File: src/rtl/kbd_report_parser_pkg.sv
// Shared keyboard types and keycode constants for the report parser and movement logic.
package kbd_pkg;

    typedef enum logic [1:0] {IDLE, COLLECT, PUBLISH} state_t;

    localparam logic [7:0] KEY_NONE         = 8'h00;
    localparam logic [7:0] KEY_ERR_ROLLOVER = 8'h01;
    localparam logic [7:0] KEY_ERR_LAST     = 8'h03;
    localparam logic [7:0] KEY_FIRST_VALID  = 8'h04;
    localparam logic [7:0] KEY_W            = 8'h1A;
    localparam logic [7:0] KEY_D            = 8'h07;

    // 01..03 are the HID phantom/rollover/POST-fail codes, not real keys
    function automatic logic is_err_key(input logic [7:0] k);
        return (k >= KEY_ERR_ROLLOVER) && (k <= KEY_ERR_LAST);
    endfunction

endpackage

File: src/rtl/kbd_report_parser_if.sv
// Report byte stream in, decoded keycodes out. err_count exists only with KBD_ERR_CNT_EN.
interface kbd_report_parser_if;

    logic [7:0] rpt_byte;
    logic       rpt_valid;
    logic       rpt_sof;
    logic       rpt_ready;
    logic [7:0] keycode;
    logic [7:0] keycode1;
    logic [7:0] modifier;
    logic       report_strobe;
`ifdef KBD_ERR_CNT_EN
    logic [7:0] err_count;
`endif

    modport master (
        output rpt_byte, rpt_valid, rpt_sof,
`ifdef KBD_ERR_CNT_EN
        input  err_count,
`endif
        input  rpt_ready, keycode, keycode1, modifier, report_strobe
    );

    modport slave (
        input  rpt_byte, rpt_valid, rpt_sof,
`ifdef KBD_ERR_CNT_EN
        output err_count,
`endif
        output rpt_ready, keycode, keycode1, modifier, report_strobe
    );

endinterface

File: src/rtl/kbd_report_parser_watchdog.sv
// Free-running silence counter; expire pulses when it reaches TIMEOUT_CYCLES-1 (needs >= 2).
module kbd_watchdog #(
    parameter int TIMEOUT_CYCLES = 50_000_000
) (
    input  logic Clk,
    input  logic Reset_n,
    input  logic clear,
    output logic expire
);

    localparam int CW = $clog2(TIMEOUT_CYCLES);
    localparam logic [CW-1:0] LAST = CW'(TIMEOUT_CYCLES - 1);

    logic [CW-1:0] cnt;

    assign expire = (cnt == LAST);

    always_ff @(posedge Clk or negedge Reset_n) begin
        if (!Reset_n)
            cnt <= '0;
        else if (clear || expire)
            cnt <= '0;
        else
            cnt <= cnt + CW'(1);
    end

endmodule

File: src/rtl/kbd_report_parser.sv
// HID boot-keyboard report parser: collects 8-byte reports, publishes first two distinct keys.
// Optional saturating error counter enabled by defining KBD_ERR_CNT_EN.
module kbd_report_parser
    import kbd_pkg::*;
#(
    parameter int TIMEOUT_CYCLES = 50_000_000,
    parameter int RPT_BYTES      = 8
) (
    input  logic Clk,
    input  logic Reset_n,
    kbd_report_parser_if.slave bus
);

    localparam int IW = $clog2(RPT_BYTES);
    localparam logic [IW-1:0] LAST_IDX = IW'(RPT_BYTES - 1);

    state_t                    state, state_nxt;
    logic [IW-1:0]             idx;
    logic [RPT_BYTES-1:0][7:0] rbuf;
    logic                      ready, accept, publish, expire, rpt_err;
    logic [7:0]                k0, k1;
    logic [7:0]                modifier_q, keycode_q, keycode1_q;
    logic                      strobe_q;

    assign accept  = bus.rpt_valid & ready;
    assign publish = (state == PUBLISH);

    always_ff @(posedge Clk or negedge Reset_n) begin
        if (!Reset_n) state <= IDLE;
        else          state <= state_nxt;
    end

    always_comb begin
        state_nxt = state;
        ready     = 1'b1;
        case (state)
            IDLE:    if (accept && bus.rpt_sof) state_nxt = COLLECT;
            COLLECT: if (accept && !bus.rpt_sof && idx == LAST_IDX) state_nxt = PUBLISH;
            PUBLISH: begin
                ready     = 1'b0;
                state_nxt = IDLE;
            end
            default: state_nxt = IDLE;
        endcase
    end

    // sof always restarts the buffer, whether idle or mid-report
    always_ff @(posedge Clk or negedge Reset_n) begin
        if (!Reset_n) begin
            idx  <= '0;
            rbuf <= '0;
        end else if (accept) begin
            if (bus.rpt_sof) begin
                rbuf[0] <= bus.rpt_byte;
                idx     <= IW'(1);
            end else if (state == COLLECT) begin
                rbuf[idx] <= bus.rpt_byte;
                idx       <= (idx == LAST_IDX) ? '0 : idx + IW'(1);
            end
        end
    end

    always_comb begin
        k0      = KEY_NONE;
        k1      = KEY_NONE;
        rpt_err = 1'b0;
        for (int i = 2; i < RPT_BYTES; i++) begin
            if (is_err_key(rbuf[i])) rpt_err = 1'b1;
            if (rbuf[i] >= KEY_FIRST_VALID) begin
                if (k0 == KEY_NONE)
                    k0 = rbuf[i];
                else if (k1 == KEY_NONE && rbuf[i] != k0)
                    k1 = rbuf[i];
            end
        end
    end

    kbd_watchdog #(.TIMEOUT_CYCLES(TIMEOUT_CYCLES)) u_wdog (
        .Clk     (Clk),
        .Reset_n (Reset_n),
        .clear   (publish),
        .expire  (expire)
    );

    // publish takes priority over a coinciding timeout
    always_ff @(posedge Clk or negedge Reset_n) begin
        if (!Reset_n) begin
            modifier_q <= '0;
            keycode_q  <= '0;
            keycode1_q <= '0;
            strobe_q   <= 1'b0;
        end else begin
            strobe_q <= 1'b0;
            if (publish) begin
                if (!rpt_err) begin
                    modifier_q <= rbuf[0];
                    keycode_q  <= k0;
                    keycode1_q <= k1;
                    strobe_q   <= ({rbuf[0], k0, k1} != {modifier_q, keycode_q, keycode1_q});
                end
            end else if (expire) begin
                modifier_q <= '0;
                keycode_q  <= '0;
                keycode1_q <= '0;
                strobe_q   <= |{modifier_q, keycode_q, keycode1_q};
            end
        end
    end

`ifdef KBD_ERR_CNT_EN
    logic [7:0] err_cnt_q;
    logic       err_evt;

    assign err_evt = (publish && rpt_err)
                   || (accept && state == IDLE && !bus.rpt_sof)
                   || (accept && state == COLLECT && bus.rpt_sof);

    always_ff @(posedge Clk or negedge Reset_n) begin
        if (!Reset_n)
            err_cnt_q <= '0;
        else if (err_evt && err_cnt_q != 8'hFF)
            err_cnt_q <= err_cnt_q + 8'd1;
    end

    assign bus.err_count = err_cnt_q;
`endif

    assign bus.rpt_ready     = ready;
    assign bus.keycode       = keycode_q;
    assign bus.keycode1      = keycode1_q;
    assign bus.modifier      = modifier_q;
    assign bus.report_strobe = strobe_q;

endmodule
File: src/flat_wrapper.sv
// flat-port wrapper written by rule: the top's interface ports become plain ports
module kbd_report_parser_flat import kbd_pkg::*;
#(
    parameter int TIMEOUT_CYCLES = 50_000_000,
    parameter int RPT_BYTES      = 8
)
  (Clk, Reset_n, bus_rpt_byte, bus_rpt_valid, bus_rpt_sof, bus_rpt_ready, bus_keycode, bus_keycode1, bus_modifier, bus_report_strobe);
  kbd_report_parser_if bus_i ();
  input  logic Clk;
  input  logic Reset_n;
  input wire logic [$bits(bus_i.rpt_byte)-1:0] bus_rpt_byte;
  input wire logic [$bits(bus_i.rpt_valid)-1:0] bus_rpt_valid;
  input wire logic [$bits(bus_i.rpt_sof)-1:0] bus_rpt_sof;
  output wire logic [$bits(bus_i.rpt_ready)-1:0] bus_rpt_ready;
  output wire logic [$bits(bus_i.keycode)-1:0] bus_keycode;
  output wire logic [$bits(bus_i.keycode1)-1:0] bus_keycode1;
  output wire logic [$bits(bus_i.modifier)-1:0] bus_modifier;
  output wire logic [$bits(bus_i.report_strobe)-1:0] bus_report_strobe;
  assign bus_i.rpt_byte = bus_rpt_byte;
  assign bus_i.rpt_valid = bus_rpt_valid;
  assign bus_i.rpt_sof = bus_rpt_sof;
  assign bus_rpt_ready = bus_i.rpt_ready;
  assign bus_keycode = bus_i.keycode;
  assign bus_keycode1 = bus_i.keycode1;
  assign bus_modifier = bus_i.modifier;
  assign bus_report_strobe = bus_i.report_strobe;
  kbd_report_parser #(.TIMEOUT_CYCLES(TIMEOUT_CYCLES), .RPT_BYTES(RPT_BYTES)) u_core (.Clk(Clk), .Reset_n(Reset_n), .bus(bus_i));
endmodule
File: config.mk
export PLATFORM = sky130hd
export DESIGN_NAME = kbd_report_parser_flat
export DESIGN_NICKNAME = d
export VERILOG_FILES = /design/src/rtl/kbd_report_parser_pkg.sv /design/src/rtl/kbd_report_parser_if.sv /design/src/rtl/kbd_report_parser_watchdog.sv /design/src/rtl/kbd_report_parser.sv /design/src/flat_wrapper.sv
export SDC_FILE = /design/constraint.sdc
export NUM_CORES = 1
export LEC_CHECK = 0
export BUFFER_PORTS_ARGS = -buffer_cell sky130_fd_sc_hd__buf_2
export CAP_MARGIN = 0
export CORE_UTILIZATION = 57
export DETAILED_ROUTE_END_ITERATION = 7
export GPL_TIMING_DRIVEN = 1
export PLACE_DENSITY_LB_ADDON = 0.12
export SYNTH_ARGS = -nofsm -noshare
export SYNTH_HDL_FRONTEND = slang
export SYNTH_HIERARCHICAL = 1
export SYNTH_SLANG_ARGS = --single-unit
File: constraint.sdc
create_clock -name Clk -period 3.7 [get_ports Clk]
set_input_delay 0.74 -clock Clk [delete_from_list [all_inputs] [get_ports Clk]]
set_output_delay 0.74 -clock Clk [all_outputs]
set_load 0.05 [all_outputs]
==> impl_summary.md <==
Run status
The flow ran to the end, but the final reports show violations. The checks that failed: setup timing.

Die
In this run the standard cell core region covers 13,350 um2. The number of I/O pins is 38. For this configuration, the core starts out at a cell density of 58.88%. The floorplan has 42 rows.

The die outline width is 119.4 um. The die area is 14,260 um2. The die is 119.4 um tall.

Pwr
The internal power of the cells totals 4379 uW. Sequential cells burn 23.5% of the power. The power density over the cells is 764.6 nW/um2.

The combinational cell fraction of total power is 63.9%. The peak supply drop is 0.5719 mV. The part of the power in the clock network is 12.6%. The switching fraction of total power is 44.16%. The total power draw is 7842 uW.

The total net switching power is 3463 uW. The leakage power summed over all cells is 0.004456 uW.

Worst setup path
The critical path is of the reg -> reg type. The arrival time reported for the critical path endpoint is 4390 ps. The kind of start point of the critical path is a register. STA puts the critical path data required time at 3920 ps. Of all nets on the critical path, the largest fanout is 7. STA classifies the critical path endpoint as a register.

Synthesis
The portion of synthesized cell area occupied by the leading cell type is 35.66%. Counting flops with an async set or reset pin after synthesis yields a share of 100.0%. The most frequently used cell type in the post-synthesis netlist is dfrtp_1. The synthesized netlist net count is 888.

The synthesized netlist devotes 21.00% of its cell area to compound gates. The xor and xnor area share after synthesis is 6.130%. The leading area contributor after synthesis is dfrtp_1. Yosys printed 6 warnings. Sorting the synthesized cells by area gives the leading types as dfrtp_1 36%, mux2_2 7.5%, nand2_1 3.7%, xor2_1 3.5%, nor2_1 3.2%. Summing the areas of all fa, ha and maj instances in the mapped netlist gives 0.6368% of the synthesized area.

In the synthesized netlist, the number of instances is 872. In this run the mean area of a mapped cell was 9.012 um2. The most instantiated flip-flop cell in the synthesis netlist is dfrtp_1. The number of flip-flops and latches in the synthesized netlist is 112. The cell area after synthesis is 7859 um2.

Measured against the total synthesized area, the mux share comes to 8.359%. Of the synthesized area, sequential elements account for 35.66%. The number of enable flip-flop cells after synthesis is 0. By area, the combinational part of the netlist is dominated by simple AND/OR/NAND/NOR gates. Of the total synthesized cell area, the portion taken by AND, OR, NAND and NOR gates is 23.21%. Ranked by instance count, the synthesized netlist is headed by 112 x dfrtp_1, 77 x nand2_1, 68 x nor2_1, 52 x mux2_2, 44 x o21ai_0.

The number of library cell types mapped by synthesis is 93.

Drt
For this run, design rule violations remaining after detail routing come to 0. In the routed layout, each cell is associated on average with a via count of 6.698. The first-iteration detailed-routing DRC count is 954. Detailed routing inserted a total of 8,238 vias.

The final layout contains routed wiring with a total length of 27,940 um. The number of nets with antenna violations after routing is 0. Dividing the detail-routed wire length by the instance count gives 22.71 um. The first detailed-routing pass ran for 5 iterations.

GRT
Entering global routing, the biggest net connects 61 pins. The number of global-route vias before repair came to 8,074. The global-route total usage across every layer is 40.19%.

The total overflow left after global routing is 0. The number of antenna violations at the first check in global routing came to 0. The first global-routing pass estimated 43,930 um of wire.

CTS
For this design, the sink count on the clock tree is 112. The number of buffers created by CTS is 9. The later pin in the worst-skew pair is clocked with a latency of 360 ps. TritonCTS built the clock tree. The clock root buffer master is clkbuf_16. In this run, post-CTS hold repair placed 0 buffers. The clock passes through at most 2 buffers. The H-tree depth is 3. The clock-pin slew reported for the worst setup and hold paths after clock tree synthesis is 80 ps.

Timing
The worst-case headroom to the max-slew limit is 31.97%. For the pin with the worst max-slew slack, the measured transition is 1020 ps. The final worst setup slack is -463.5 ps. Setup violations remaining at the end of the flow were counted as 9.

After layout, the worst path uses 112.5% of the clock period. The summed negative setup slack over all endpoints is -1947 ps. Between clock sinks in the finished design, the worst skew comes to 16.37 ps. The highest attainable clock frequency is 0.2402 GHz. The max-slew violation total from the final report was 0.

Setup repair after global routing could not meet its margin everywhere. The final count of hold timing violations is 0. For the finished layout, the period the worst path requires is 4163 ps.

Run
Across the run, the number of max-cap violations was 0.

Finish
0 antenna diodes ended up in the layout. The number of fill cells in the layout is 916. The number of standard cells in the final layout excluding fillers is 1,230. After the last flow step, the layout net total stands at 1,066. The area growth from synthesis to final layout is 30.50%. The ratio of cells with drive above 1 in the final layout is 36.15%.

Placement
The last weighted congestion value of the routability-driven placer is 0.9953. The number of port buffers is 37. The wire-length estimate of the detail-placed layout is 20,180 um.

The cell count after placement is 1,189.

Worst hold path
The path class of the lowest-slack min-delay path is in -> async.
==> cell type report <==
class / count / area, um2 / area share, %
multi-input cells: 676 / 5135 / 50.07
repair buffers: 222 / 1693 / 16.51
clock inverters: 5 / 63.81 / 0.6222
inverters: 29 / 108.9 / 1.061
well taps: 176 / 220.2 / 2.147
flip-flops and latches: 112 / 2806 / 27.36
clock buffers: 10 / 229.0 / 2.233
==> worst max-delay path, cell delays in order, from the launching register on <==
cell and delay [ps]:
dfrtp_1 420, o41ai_2 420, o2111ai_2 170, buf_6 160, buf_8 130, o31ai_1 330, xor2_1 130, a2111oi_1 340
buf_4 180, and4b_2 310, o31a_1 190, buf_4 130, o2111ai_4 150, buf_6 180, nor3_4 270, nand4_1 160
a32oi_1 210, a41oi_1 130
==> cell usage in the layout, fill, tap and decap left out, types with 6 or more instances in the layout <==
cell type | netlist | routed
nor2_1 | 68 | 64
o22ai_1 | 9 | 9
buf_2 | 11 | 36
o21ai_1 | 6 | 12
xor2_1 | 31 | 31
or3_1 | 14 | 13
nand4_1 | 20 | 20
nor3_1 | 25 | 25
or4_1 | 15 | 10
buf_4 | 3 | 163
buf_6 | 7 | 19
nor4_1 | 21 | 15
and4_1 | 6 | 6
a31oi_1 | 12 | 9
a21oi_1 | 40 | 34
a32oi_1 | 9 | 7
dfrtp_1 | 112 | 109
mux2i_1 | 6 | 6
inv_1 | 29 | 29
nand2_1 | 77 | 75
mux2_2 | 52 | 52
clkbuf_16 | 0 | 9
xnor2_1 | 24 | 24
o31ai_1 | 14 | 11
nor4_4 | 4 | 8
o211ai_1 | 10 | 10
o21ai_0 | 44 | 34
and3_1 | 9 | 7
or4_4 | 3 | 8
o31a_1 | 8 | 8
nand3_1 | 35 | 34
==> metal layers <==
metal | GRT usage (%) | share of wire (%) | vias to the layer above
met5 | 0 | 0 | -
met4 | 20.31 | 5.1 | 0
met3 | 6.466 | 7.6 | 116
met2 | 65.59 | 47 | 475
met1 | 51.70 | 40 | 4008
li1 | - | - | 3639
==> power groups by stage <==
stage,Sequential [uW],Clock (uW),Combinational [uW]
floorplan,1700,0,2540
global placement,1780,0,4180
detailed placement,1810,0,4240
CTS,1810,1000,4550
global route,1870,1050,5280
finish,1840,989,5010
==> timing repair <==
action | 4_1_cts | 5_1_grt
setup endpoints to repair | 9 | 9
resized for setup | 47 | 52
pin swaps | 34 | 43
setup buffers | 19 | 11
==> kinds of logic after synthesis <==
logic type                 Yosys count
muxes                               59
DFF                                112
AOI/OAI and AO/OA                  226
xor gates and xnor gates            55
adders and majority gates            4
and+or+nand+nor                    332
buffers and inverters               84
==> flip-flops by register name, summed over array words and instances, names as in the netlist <==
name / count
u_core/rbuf: 56
u_core/u_wdog/cnt: 26
u_core/bus.keycode1: 8
u_core/state: 2
u_core/idx: 3
u_core/bus.keycode: 8
u_core/bus.modifier: 8
u_core/bus.report_strobe: 1
==> stage by stage <==
| stage | hold slack, ps | area, um2 | setup slack [ps] | util (%) |
|---|---|---|---|---|
| 2_1_floorplan | 444.4 | 7949 | -55.56 | - |
| 3_3_place_gp | 494.0 | 9296 | -408.4 | 69.65 |
| 3_5_place_dp | 504.3 | 9296 | -522.7 | 69.65 |
| 4_1_cts | 457.8 | 9913 | -302.2 | 74.27 |
| 5_1_grt | 502.4 | 10260 | -602.1 | 76.84 |
| 6_report | 432.4 | 10260 | -463.5 | 76.84 |
==> final timing paths <==
kind,slack (ps),to,startpoint,depth (start not counted)
max in group asynchronous,2460,u_core/bus.keycode1[1],Reset_n,2
hold reg to reg,520,u_core/state[0],u_core/state[1],1
setup / recovery,-460,u_core/bus.report_strobe,u_core/rbuf[26],17
hold / removal,430,u_core/rbuf[34],Reset_n,1
min in group Clk,520,u_core/state[0],u_core/state[1],1
setup reg to reg,-460,u_core/bus.report_strobe,u_core/rbuf[26],17
Power figures use the tool's default switching activity.
